===== config.mk =====
export PLATFORM = sky130hd
export DESIGN_NAME = hplvds_rx_ctrl
export DESIGN_NICKNAME = d
export VERILOG_FILES = /design/src/rtl/hplvds_rx_ctrl.sv
export SDC_FILE = /design/constraint.sdc
export NUM_CORES = 1
export LEC_CHECK = 0
export ABC_AREA = 0
export CAP_MARGIN = 0
export CORE_ASPECT_RATIO = 1.25
export CORE_MARGIN = 3
export CORE_UTILIZATION = 50
export DETAILED_ROUTE_END_ITERATION = 10
export HOLD_SLACK_MARGIN = 0.1
export PLACE_DENSITY = 0.75
export REMOVE_ABC_BUFFERS = 1
export SETUP_SLACK_MARGIN = 0.4
export SLEW_MARGIN = 10
export SYNTH_ARGS = -nofsm -noshare
export SYNTH_HDL_FRONTEND = slang
export SYNTH_SLANG_ARGS = --single-unit

===== constraint.sdc =====
create_clock -name clk -period 4.4 [get_ports clk]
set_input_delay 0.88 -clock clk [delete_from_list [all_inputs] [get_ports clk]]
set_output_delay 0.88 -clock clk [all_outputs]
set_load 0.01 [all_outputs]

===== src/rtl/hplvds_rx_ctrl.sv =====
// Power-up sequencer and link-state controller for one HPLVDS differential RX pad.
// Times the termination/bias/enable steps, holds the analog trims and qualifies RX data.
module hplvds_rx_ctrl #(
    parameter int unsigned T_TERM = 16,
    parameter int unsigned T_VCM  = 64,
    parameter int unsigned T_RX   = 32,
    parameter int unsigned EI_DEB = 8,
    parameter int unsigned CNT_W  = 8
) (
    input  logic             clk,
    input  logic             rst_n,
    input  logic             enable,
    input  logic             ac_coupled,
    input  logic             cfg_pol,
    input  logic [3:0]       cfg_trim,
    input  logic [2:0]       cfg_gain,
    input  logic [6:0]       cfg_ctle_res,
    input  logic [2:0]       cfg_ctle_cap,
    input  logic             pad_di,
    input  logic             pad_ei,
    output logic             rterm_en,
    output logic [3:0]       rterm_trim,
    output logic             rx_vcm_en,
    output logic             rx_en,
    output logic             rx_pol,
    output logic [2:0]       rx_gain,
    output logic [6:0]       rx_ctle_res,
    output logic [2:0]       rx_ctle_cap,
    output logic             ei_detect_en,
    output logic             rx_data,
    output logic             rx_valid,
    output logic             elec_idle,
    output logic             ready
);

    localparam logic [2:0] S_OFF    = 3'd0;
    localparam logic [2:0] S_TERM   = 3'd1;
    localparam logic [2:0] S_VCM    = 3'd2;
    localparam logic [2:0] S_RXON   = 3'd3;
    localparam logic [2:0] S_ACTIVE = 3'd4;
    localparam logic [2:0] S_EIDLE  = 3'd5;

    localparam logic [CNT_W-1:0] T_TERM_C = CNT_W'(T_TERM);
    localparam logic [CNT_W-1:0] T_VCM_C  = CNT_W'(T_VCM);
    localparam logic [CNT_W-1:0] T_RX_C   = CNT_W'(T_RX);
    localparam logic [CNT_W-1:0] EI_DEB_C = CNT_W'(EI_DEB);

    logic [2:0]       state, state_nxt;
    logic [CNT_W-1:0] timer, timer_nxt, timer_inc;
    logic [CNT_W-1:0] ei_cnt, ei_nxt, ei_inc;
    logic             latch_cfg;

    logic             di_s1, sdi, ei_s1, sei;

    logic             ac_q, pol_q;
    logic [3:0]       trim_q;
    logic [2:0]       gain_q, cap_q;
    logic [6:0]       res_q;

    logic             on, powered, vcm_on;

    always_ff @(posedge clk or negedge rst_n) begin
        if (!rst_n) begin
            di_s1 <= 1'b0;
            sdi   <= 1'b0;
            ei_s1 <= 1'b0;
            sei   <= 1'b0;
        end else begin
            di_s1 <= pad_di;
            sdi   <= di_s1;
            ei_s1 <= pad_ei;
            sei   <= ei_s1;
        end
    end

    // Counters saturate at all-ones; the value compared is the count including this cycle.
    always_comb begin
        timer_inc = (timer == '1) ? timer : timer + 1'b1;
        ei_inc    = (ei_cnt == '1) ? ei_cnt : ei_cnt + 1'b1;
        state_nxt = state;
        timer_nxt = timer;
        ei_nxt    = ei_cnt;
        latch_cfg = 1'b0;
        case (state)
            S_OFF: begin
                timer_nxt = '0;
                ei_nxt    = '0;
                if (enable) begin
                    state_nxt = S_TERM;
                    latch_cfg = 1'b1;
                end
            end
            S_TERM: begin
                if (timer_inc == T_TERM_C) begin
                    state_nxt = ac_q ? S_VCM : S_RXON;
                    timer_nxt = '0;
                end else begin
                    timer_nxt = timer_inc;
                end
            end
            S_VCM: begin
                if (timer_inc == T_VCM_C) begin
                    state_nxt = S_RXON;
                    timer_nxt = '0;
                end else begin
                    timer_nxt = timer_inc;
                end
            end
            S_RXON: begin
                if (timer_inc == T_RX_C) begin
                    state_nxt = S_ACTIVE;
                    timer_nxt = '0;
                    ei_nxt    = '0;
                end else begin
                    timer_nxt = timer_inc;
                end
            end
            S_ACTIVE: begin
                if (!sei) begin
                    ei_nxt = '0;
                end else if (ei_inc == EI_DEB_C) begin
                    state_nxt = S_EIDLE;
                    ei_nxt    = '0;
                end else begin
                    ei_nxt = ei_inc;
                end
            end
            S_EIDLE: begin
                if (sei) begin
                    ei_nxt = '0;
                end else if (ei_inc == EI_DEB_C) begin
                    state_nxt = S_ACTIVE;
                    ei_nxt    = '0;
                end else begin
                    ei_nxt = ei_inc;
                end
            end
            default: begin
                state_nxt = S_OFF;
                timer_nxt = '0;
                ei_nxt    = '0;
            end
        endcase
        // Shutdown wins over any timer or idle-detect transition.
        if (!enable && state != S_OFF) begin
            state_nxt = S_OFF;
            timer_nxt = '0;
            ei_nxt    = '0;
        end
    end

    always_ff @(posedge clk or negedge rst_n) begin
        if (!rst_n) begin
            state  <= S_OFF;
            timer  <= '0;
            ei_cnt <= '0;
        end else begin
            state  <= state_nxt;
            timer  <= timer_nxt;
            ei_cnt <= ei_nxt;
        end
    end

    always_ff @(posedge clk or negedge rst_n) begin
        if (!rst_n) begin
            ac_q   <= 1'b0;
            pol_q  <= 1'b0;
            trim_q <= '0;
            gain_q <= '0;
            res_q  <= '0;
            cap_q  <= '0;
        end else if (latch_cfg) begin
            ac_q   <= ac_coupled;
            pol_q  <= cfg_pol;
            trim_q <= cfg_trim;
            gain_q <= cfg_gain;
            res_q  <= cfg_ctle_res;
            cap_q  <= cfg_ctle_cap;
        end
    end

    assign on      = (state != S_OFF);
    assign powered = (state == S_RXON) || (state == S_ACTIVE) || (state == S_EIDLE);
    assign vcm_on  = ac_q && (powered || (state == S_VCM));

    always_ff @(posedge clk or negedge rst_n) begin
        if (!rst_n) begin
            rterm_en     <= 1'b0;
            rterm_trim   <= '0;
            rx_vcm_en    <= 1'b0;
            rx_en        <= 1'b0;
            rx_pol       <= 1'b0;
            rx_gain      <= '0;
            rx_ctle_res  <= '0;
            rx_ctle_cap  <= '0;
            ei_detect_en <= 1'b0;
            rx_data      <= 1'b0;
            rx_valid     <= 1'b0;
            elec_idle    <= 1'b0;
            ready        <= 1'b0;
        end else begin
            rterm_en     <= on;
            rterm_trim   <= on ? trim_q : '0;
            rx_vcm_en    <= vcm_on;
            rx_en        <= powered;
            rx_pol       <= on & pol_q;
            rx_gain      <= on ? gain_q : '0;
            rx_ctle_res  <= on ? res_q : '0;
            rx_ctle_cap  <= on ? cap_q : '0;
            ei_detect_en <= powered;
            rx_data      <= (state == S_ACTIVE) & sdi;
            rx_valid     <= (state == S_ACTIVE);
            elec_idle    <= (state == S_EIDLE);
            ready        <= (state == S_ACTIVE) || (state == S_EIDLE);
        end
    end

endmodule


# [Word level (Yosys, flattened, before mapping)]
# Index checks and enable logic that the tools add are counted.
# W data, S select, Z words.
[totals] out_inout_bits=26 input_bits=24 register_bits=67 word_cells=93
[classes] muxes=30 n_addsub=2 n_reduce_logical=13 eq_ne=21 bitwise_logic=2
[ops] operator="$mux W8" count=11
[ops] operator="$pmux W8 S4" count=2
[ops] operator="$mux W3" count=11
[ops] operator="$ne A3 B3 Y1 const B" count=8
[ops] operator="$pmux W3 S6" count=1
[ops] operator="$add A8 B1 Y8 const B" count=2
[ops] operator="$eq A8 B8 Y1 const B" count=2
[ops] operator="$eq A8 B4 Y1 const B" count=1
[ops] operator="$eq A8 B5 Y1 const B" count=1
[ops] operator="$eq A8 B6 Y1 const B" count=1
[ops] operator="$eq A8 B7 Y1 const B" count=1
[ops] operator="$reduce_and A8 Y1" count=1
[ops] operator="$mux W7" count=1
[ops] operator="$eq A3 B2 Y1 const B" count=2
[ops] operator="$eq A3 B3 Y1 const B" count=2
[ops] operator="$logic_or A1 B1 Y1" count=4
[ops] operator="$mux W4" count=1
[ops] operator="$ne A2 B1 Y1 const B" count=2
[ops] operator="$reduce_or A2 Y1" count=2
[ops] operator="$eq A3 B1 Y1 const B" count=1
[ops] operator="$logic_not A3 Y1" count=1
[ops] operator="$mux W1" count=3
[ops] operator="$reduce_bool A3 Y1" count=1
[ops] operator="$and A1 B1 Y1" count=2
[ops] operator="3 further kinds" count=4

# [Longest topological paths before layout]
# Gate-level depths: netlist (run 1).
[logic_depth] ltp_word=7 mapped_depth=9 ltp_nobuf=8

# [Least setup slack after synthesis (run 1)]
# Ideal clock, no wire load.
[synth_path] path_type="flip-flop to flip-flop" start="register timer[0]" end="register state[0]" path_stages_with_launch=8 path_slack_ps=2157 t_arrival_ps=2117 period_less_slack_ps=2243 n_path_buf=0 t_required_ps=4274 setup_ps=126 path_cell_list="dfrtp_1 -> ha_1 -> and4b_1 -> a22oi_2 -> a211oi_2 -> a2111o_1 -> and3_4 -> a311o_1"
[synth_via] elab_chain_cells=5 elab_cells_between_ends=10 classes_between="add/sub: 1; eq/ne: 7; mux: 1; reduce/logical: 1"
[synth_rtl] element="start, declared" line_no="49" rtl="logic [CNT_W-1:0] timer, timer_nxt, timer_inc;"
[synth_rtl] element="start signal, assigned" line_no="159" rtl="timer <= timer_nxt;"
[synth_rtl] element="$add A8 B1 Y8 or $eq A8 B8 Y1 (tied branches)" line_no="78" rtl="timer_inc = (timer == '1) ? timer : timer + 1'b1;"
[synth_rtl] element="$mux W8 (*)" line_no="78"
[synth_rtl] element="$eq A8 B6 Y1 (tied with other cells)" line_no="110" rtl="if (timer_inc == T_RX_C) begin"
[synth_rtl] element="$ne A3 B3 Y1 (no source line)"
[synth_rtl] element="$reduce_and A8 Y1 (no source line) (*)"
[synth_rtl] element="end signal, assigned" line_no="158" rtl="state <= state_nxt;"
[synth_rtl] element="end, declared" line_no="48" rtl="logic [2:0] state, state_nxt;"
# Mark *: on every way between the ends. The rest lies on a longest branch, timed or not.
# A chain may end at the register's enable or synchronous reset.

# [Final worst setup path (run 1)]
[layout_path] start="input port enable" end="register ei_cnt[1]"
[layout_via] elab_chain_cells=4 elab_cells_between_ends=6 classes_between="eq/ne: 2; mux: 1; reduce/logical: 3"
[layout_rtl] element="start, declared" line_no="12" rtl="input logic enable,"
[layout_rtl] element="$logic_not A1 Y1 (*)" line_no="145" rtl="if (!enable && state != S_OFF) begin"
[layout_rtl] element="$logic_and A1 B1 Y1 (*)" line_no="145"
[layout_rtl] element="$ne A3 B3 Y1 (no source line) or $ne A2 B1 Y1 (tied branches)"
[layout_rtl] element="$reduce_and A2 Y1 (no source line)"
[layout_rtl] element="end signal, assigned" line_no="160" rtl="ei_cnt <= ei_nxt;"
[layout_rtl] element="end, declared" line_no="50" rtl="logic [CNT_W-1:0] ei_cnt, ei_nxt, ei_inc;"
# Marks and branches as above.

==> results of run 1 <==
cells in the final DEF (no fill, tap or decap), drive strengths merged, types with 3 or more instances in the layout:
cell / instances
dfrtp: 67
clkdlybuf4s50: 48
nand2: 24
nor2b: 21
o21ai: 20
mux2: 19
a21oi: 14
nor2: 12
inv: 10
clkbuf: 9
nand3: 7
nand4: 6
a31oi: 6
and3: 6
a21o: 5
o21a: 4
a22o: 4
o31ai: 4
and2: 3
xnor2: 3
nor4b: 3
or2: 3
clkinv: 3
buf: 3
where the power goes:
group          internal, mW  switching, mW  leakage (nW)
Clock                 0.207          0.247        0.0860
Sequential            0.827          0.127         0.847
Combinational         0.440          0.376         0.669
Total                  1.47          0.750          1.60
critical path, delay by kind of cell:
| kind | cells | cell delay, ns |
|---|---|---|
| buffers and inverters | 1 | 0.59 |
| AO/OA/AOI/OAI | 3 | 0.95 |
| AND/OR/NAND/NOR | 2 | 0.75 |
routing by layer:
| metal | track usage | share of wire | routed length, um | vias up |
|---|---|---|---|---|
| met1 | 0.218 | 0.44 | 2640 | 1055 |
| li1 | - | - | - | 1097 |
| met2 | 0.283 | 0.47 | 2830 | 65 |
| met3 | 0.0509 | 0.064 | 382 | 11 |
| met4 | 0.101 | 0.018 | 109 | 0 |
| met5 | 0 | 0 | 0 | - |
per-stage QoR:
step | utilization | area (um2) | hold slack, ns
3_5_place_dp | 0.615 | 3600 | 0.336
6_report | 0.645 | 3780 | 0.352
3_3_place_gp | 0.615 | 3600 | 0.332
4_1_cts | 0.645 | 3780 | 0.353
2_1_floorplan | - | 3000 | 0.331
5_1_grt | 0.645 | 3780 | 0.361
flip-flops by register name (all words and copies together), names as in the netlist, 3 cells and up:
name and flops:
trim_q 4, rx_ctle_res 7, rx_ctle_cap 3, rterm_trim 4
cap_q 3, gain_q 3, timer 8, ei_cnt 8
res_q 7, state 3, rx_gain 3
kinds of logic (layout without fill, tap and decap cells):
logic type	after synthesis	in the layout	synth area share
AOI/OAI and AO/OA	71	71	0.156
xor gates and xnor gates	3	3	0.0110
adders and majority gates	2	2	0.00814
buffers and inverters	20	75	0.0346
DFF	67	67	0.546
muxes	20	20	0.0729
and+or+nand+nor	94	94	0.172
final timing paths:
check | slack, ns | end | start | cells after the start
setup / recovery | 1.50 | ei_cnt[1] | enable | 6
hold / removal | 0.35 | sdi | di_s1 | 0
setup reg to reg | 1.82 | ei_cnt[1] | timer[0] | 8
hold reg to reg | 0.35 | sdi | di_s1 | 0
max in group asynchronous | 2.87 | trim_q[1] | rst_n | 2
min in group asynchronous | 0.68 | rterm_trim[2] | rst_n | 1
layout make-up:
| type | instances | area [um2] |
|---|---|---|
| multi-input combinational | 190 | 1290 |
| fill | 469 | 2080 |
| clock inverter | 7 | 51.3 |
| clock buffer | 9 | 124 |
| inverter | 8 | 30.0 |
| tap | 82 | 103 |
| timing repair buffer | 51 | 500 |
| sequential | 67 | 1680 |
==> metrics, run 1 <==
status=completed; starting density of the core=0.525; synth cell count leaders=dfrtp_1 (67), nand2_1 (24), nor2b_1 (21), mux2_2 (19), o21ai_0 (19); max cap viols=0; synthesis-stage register bit count=67; crit-path max cell delay=0.59 ns; fin. max-slew vios=0; Reg clk slew, reported paths=0.07 ns; io pins=50; RD Place Congestion=about 0.8; die span in y=93.7 um; power per standard cell area=roughly 590 nW/um2; Fmax achieved=345 MHz; first-pass GRT wire length=roughly 10,000 um; DRT iter0 DRCs=134; top_reg_cell synth=dfrtp_1; drt pass-1 iters=4; share of post-route cells with drive strength above 1=0.151; setup TNS=0 ns; antenna viol nets, final=0; Cell variety after synth=53; largest net degree at the start of global routing=45; post-route insts no fill=414; nets@finish=353; clock root cell=clkbuf_8; Startpoint Class=primary input; total CTS buffers=9; Gate Count Post-Synth=277; vias in the first global route=approximately 2,200; Max-slew headroom=0.370; core area=5860 um2; Synth Area per Inst=11.1 um2; CP required=around 4.7 ns; cell row count=31; most frequent cell after synthesis=dfrtp_1; drt wl/cell=around 14 um; clk sink count=67; Worst setup EP type=flop; Post-synth EDFFs=0; asr flop ratio synth=1.00; clk_skew=roughly 0.011 ns; die width=about 76 um; final setup fails=0; Cell Area, Synth=3070 um2; final WL=about 6000 um; Setup Buffers After CTS=0; RSZ-0062 raised after global routing=no; Resize count post-CTS=0; DP Wirelength=4200 um; ratio of final minimum period to clock period=0.659; port buffer count=49; critical path cell sequence=clkdlybuf4s50_1 -> nor2b_1 -> a21boi_1 -> nand2_1 -> o21ai_1 -> a32o_1; CTS hold repair buffers=0; TritonCTS clock tree=built; Vias/cell=5.38; Worst Path Arrival=3.18 ns; Syn. warnings=0; VDD IR max=0.344 mV; Pwr Total=roughly 2.2 mW; total track usage=0.178; Yosys top cell area share=0.546; dominant cell type by area after synthesis=dfrtp_1; placed cells=398; slowest CP cell=clkdlybuf4s50_1; vias=2,228; Seq/Total Area, Yosys=0.546; H-tree lvl count=3; top cells by area, synth=dfrtp_1 (55%), mux2_2 (7.0%), nor2b_1 (4.3%); Static Leak=about 1.6 nW; fin crit period=2.90 ns; Final Hold Viols=0; n_diodes=0; DRC errors left=0; final worst-path setup slack=1.50 ns; CP Class=in2reg; actual slew at the worst max-slew pin=0.945 ns; final global-route overflow total=0; Area growth syn-to-layout=23.0%; HP Class=reg2reg; Clk Latency, worst-skew pair=0.34 ns; Setup WS pre-CTS=1.20 ns; die area=7130 um2; Max clock buf depth=2; Critical Path Fanout Max=9; antenna violations before repair=0
No activity file was read; power rests on OpenSTA's default activity.
==> inputs of run 2 (changes only) <==
Clock period 4.4 ns to 2.79 ns, I/O delays scaled along.
==> metrics, run 2 (synthesis results as in run 1) <==
Vias/cell=5.60 (+4.1%); cell row count=31 (unchanged); most frequent cells in the layout=dfrtp_1 (63), clkdlybuf4s50_1 (48), nand2_1 (23); H-tree lvl count=3 (unchanged); largest net degree at the start of global routing=41 (-8.9%); slowest CP cell=dfrtp_2; Startpoint Class=flop; Largest regs=ei_cnt: 8 flops, timer: 8 flops; RSZ-0062 raised after global routing=yes; DP Wirelength=4420 um (+5.2%); cell family with the largest share of critical-path delay=compound AO/OA/AOI/OAI gates; drt pass-1 iters=5 (+1); power per standard cell area=969 nW/um2 (+65%); final setup fails=0 (unchanged); Final Hold Viols=0 (unchanged); starting density of the core=0.525 (unchanged); io pins=50 (unchanged); Worst Path Buf+Inv=0 (-1); clock root cell=clkbuf_8; final global-route overflow total=0 (unchanged); Fmax achieved=417 MHz; nets@finish=364 (+3.1%); Pwr Total=3.85 mW (+73%); max cap viols=0 (unchanged); Area growth syn-to-layout=29.2%; vias in the first global route=2,397 (+10%); clk sink count=67 (unchanged); die span in y=93.7 um (unchanged); actual slew at the worst max-slew pin=0.664 ns (-0.281 ns); Reg clk slew, reported paths=0.08 ns (about the same); fin crit period=between 2 and 2.5 ns; final worst-path setup slack=0.390 ns (-1.11 ns); die width=76.1 um (unchanged); commonest non-fill, non-tap cell in the layout=dfrtp_1; drt wl/cell=15.7 um (+9.0%); Max-slew headroom=0.557 (+0.187); fin. max-slew vios=0 (unchanged); share of post-route cells with drive strength above 1=0.204 (+0.0535); setup TNS=0 ns (unchanged); Worst Path Arrival=2.62 ns (-0.56 ns); TritonCTS clock tree=built; Fin Hold WS=0.240 ns (-0.112 ns); placed cell area=3650 um2 (+1.2%); final core occ=0.678 (+0.0325); ratio of final minimum period to clock period=0.860; vias=2,382 (+6.9%); post-route insts no fill=425 (+2.7%); core area=5860 um2 (unchanged); total track usage=0.195 (+0.0173); final WL=6670 um (+12%); VDD IR max=0.601 mV (+75%); antenna violations before repair=0 (unchanged); Static Leak=1.68 nW (+4.6%); status=completed; Clk Latency, worst-skew pair=0.34 ns (about the same); antenna viol nets, final=0 (unchanged); CP required=3.01 ns (-1.67 ns); port buffer count=49 (unchanged); placed cells=402 (+1.0%); DRC errors left=0 (unchanged); Setup WS pre-CTS=0.286 ns (-0.915 ns); crit-path max cell delay=0.46 ns (-0.13 ns); first-pass GRT wire length=10,900 um (+8.0%); Max clock buf depth=2 (unchanged); DRT iter0 DRCs=175 (+31%); CP Class=reg2reg; Critical Path Fanout Max=6 (-3); post-route cell area=3970 um2 (+5.0%); total CTS buffers=9 (unchanged); flop2flop setup slack=0.39 ns (-1.43 ns); Worst setup EP type=flop; n_diodes=0 (unchanged); HP Class=in2async; die area=7130 um2 (unchanged); clk_skew=0.00594 ns (-0.00458 ns); RD Place Congestion=0.889 (+7.8%); critical path cell sequence=ha_4 -> and4b_1 -> a22oi_2 -> a211oi_4 -> a2111o_1 -> and3_4 -> a311o_1
run 2: cell count changes in the layout (fill, tap and decap cells not counted), sizes merged:
cell      delta
buf         +11
bufinv       +2
clkinv       -1
clkinvlp     -1
run 2: power breakdown:
part	switching (mW)	internal, mW
Combinational	0.645	0.782
Sequential	0.204	1.31
Clock	0.400	0.509
Total	1.25	2.60
run 2: layer usage:
layer / up-vias / global-route usage / share of wire
met3: 14 / 0.0662 / 0.084
met5: - / 0 / 0
met1: 1164 / 0.217 / 0.40
met2: 88 / 0.327 / 0.49
li1: 1116 / - / -
met4: 0 / 0.116 / 0.023
run 2: layout make-up:
cell class	count	area, um2
fill	441	1890
inverter	8	30.0
sequential	67	1680
multi-input combinational	190	1340
clock buffer	9	124
tap	82	103
timing repair buffer	62	596
clock inverter	7	98.8
run 2: worst paths after layout:
check	start	end	cells after the start
hold / removal	rst_n	trim_q[2]	1
max in group asynchronous	rst_n	ei_cnt[1]	2
min in group clk	di_s1	sdi	0
setup / recovery	timer[0]	state[0]	7
setup reg to reg	timer[0]	state[0]	7
hold reg to reg	di_s1	sdi	0
run 2: timing repair:
item,in CTS,in global routing
gates resized for setup,4,8
buffers inserted,2,5
hold buffers,0,0
endpoints found under the setup margin,7,9
pin swaps,3,2
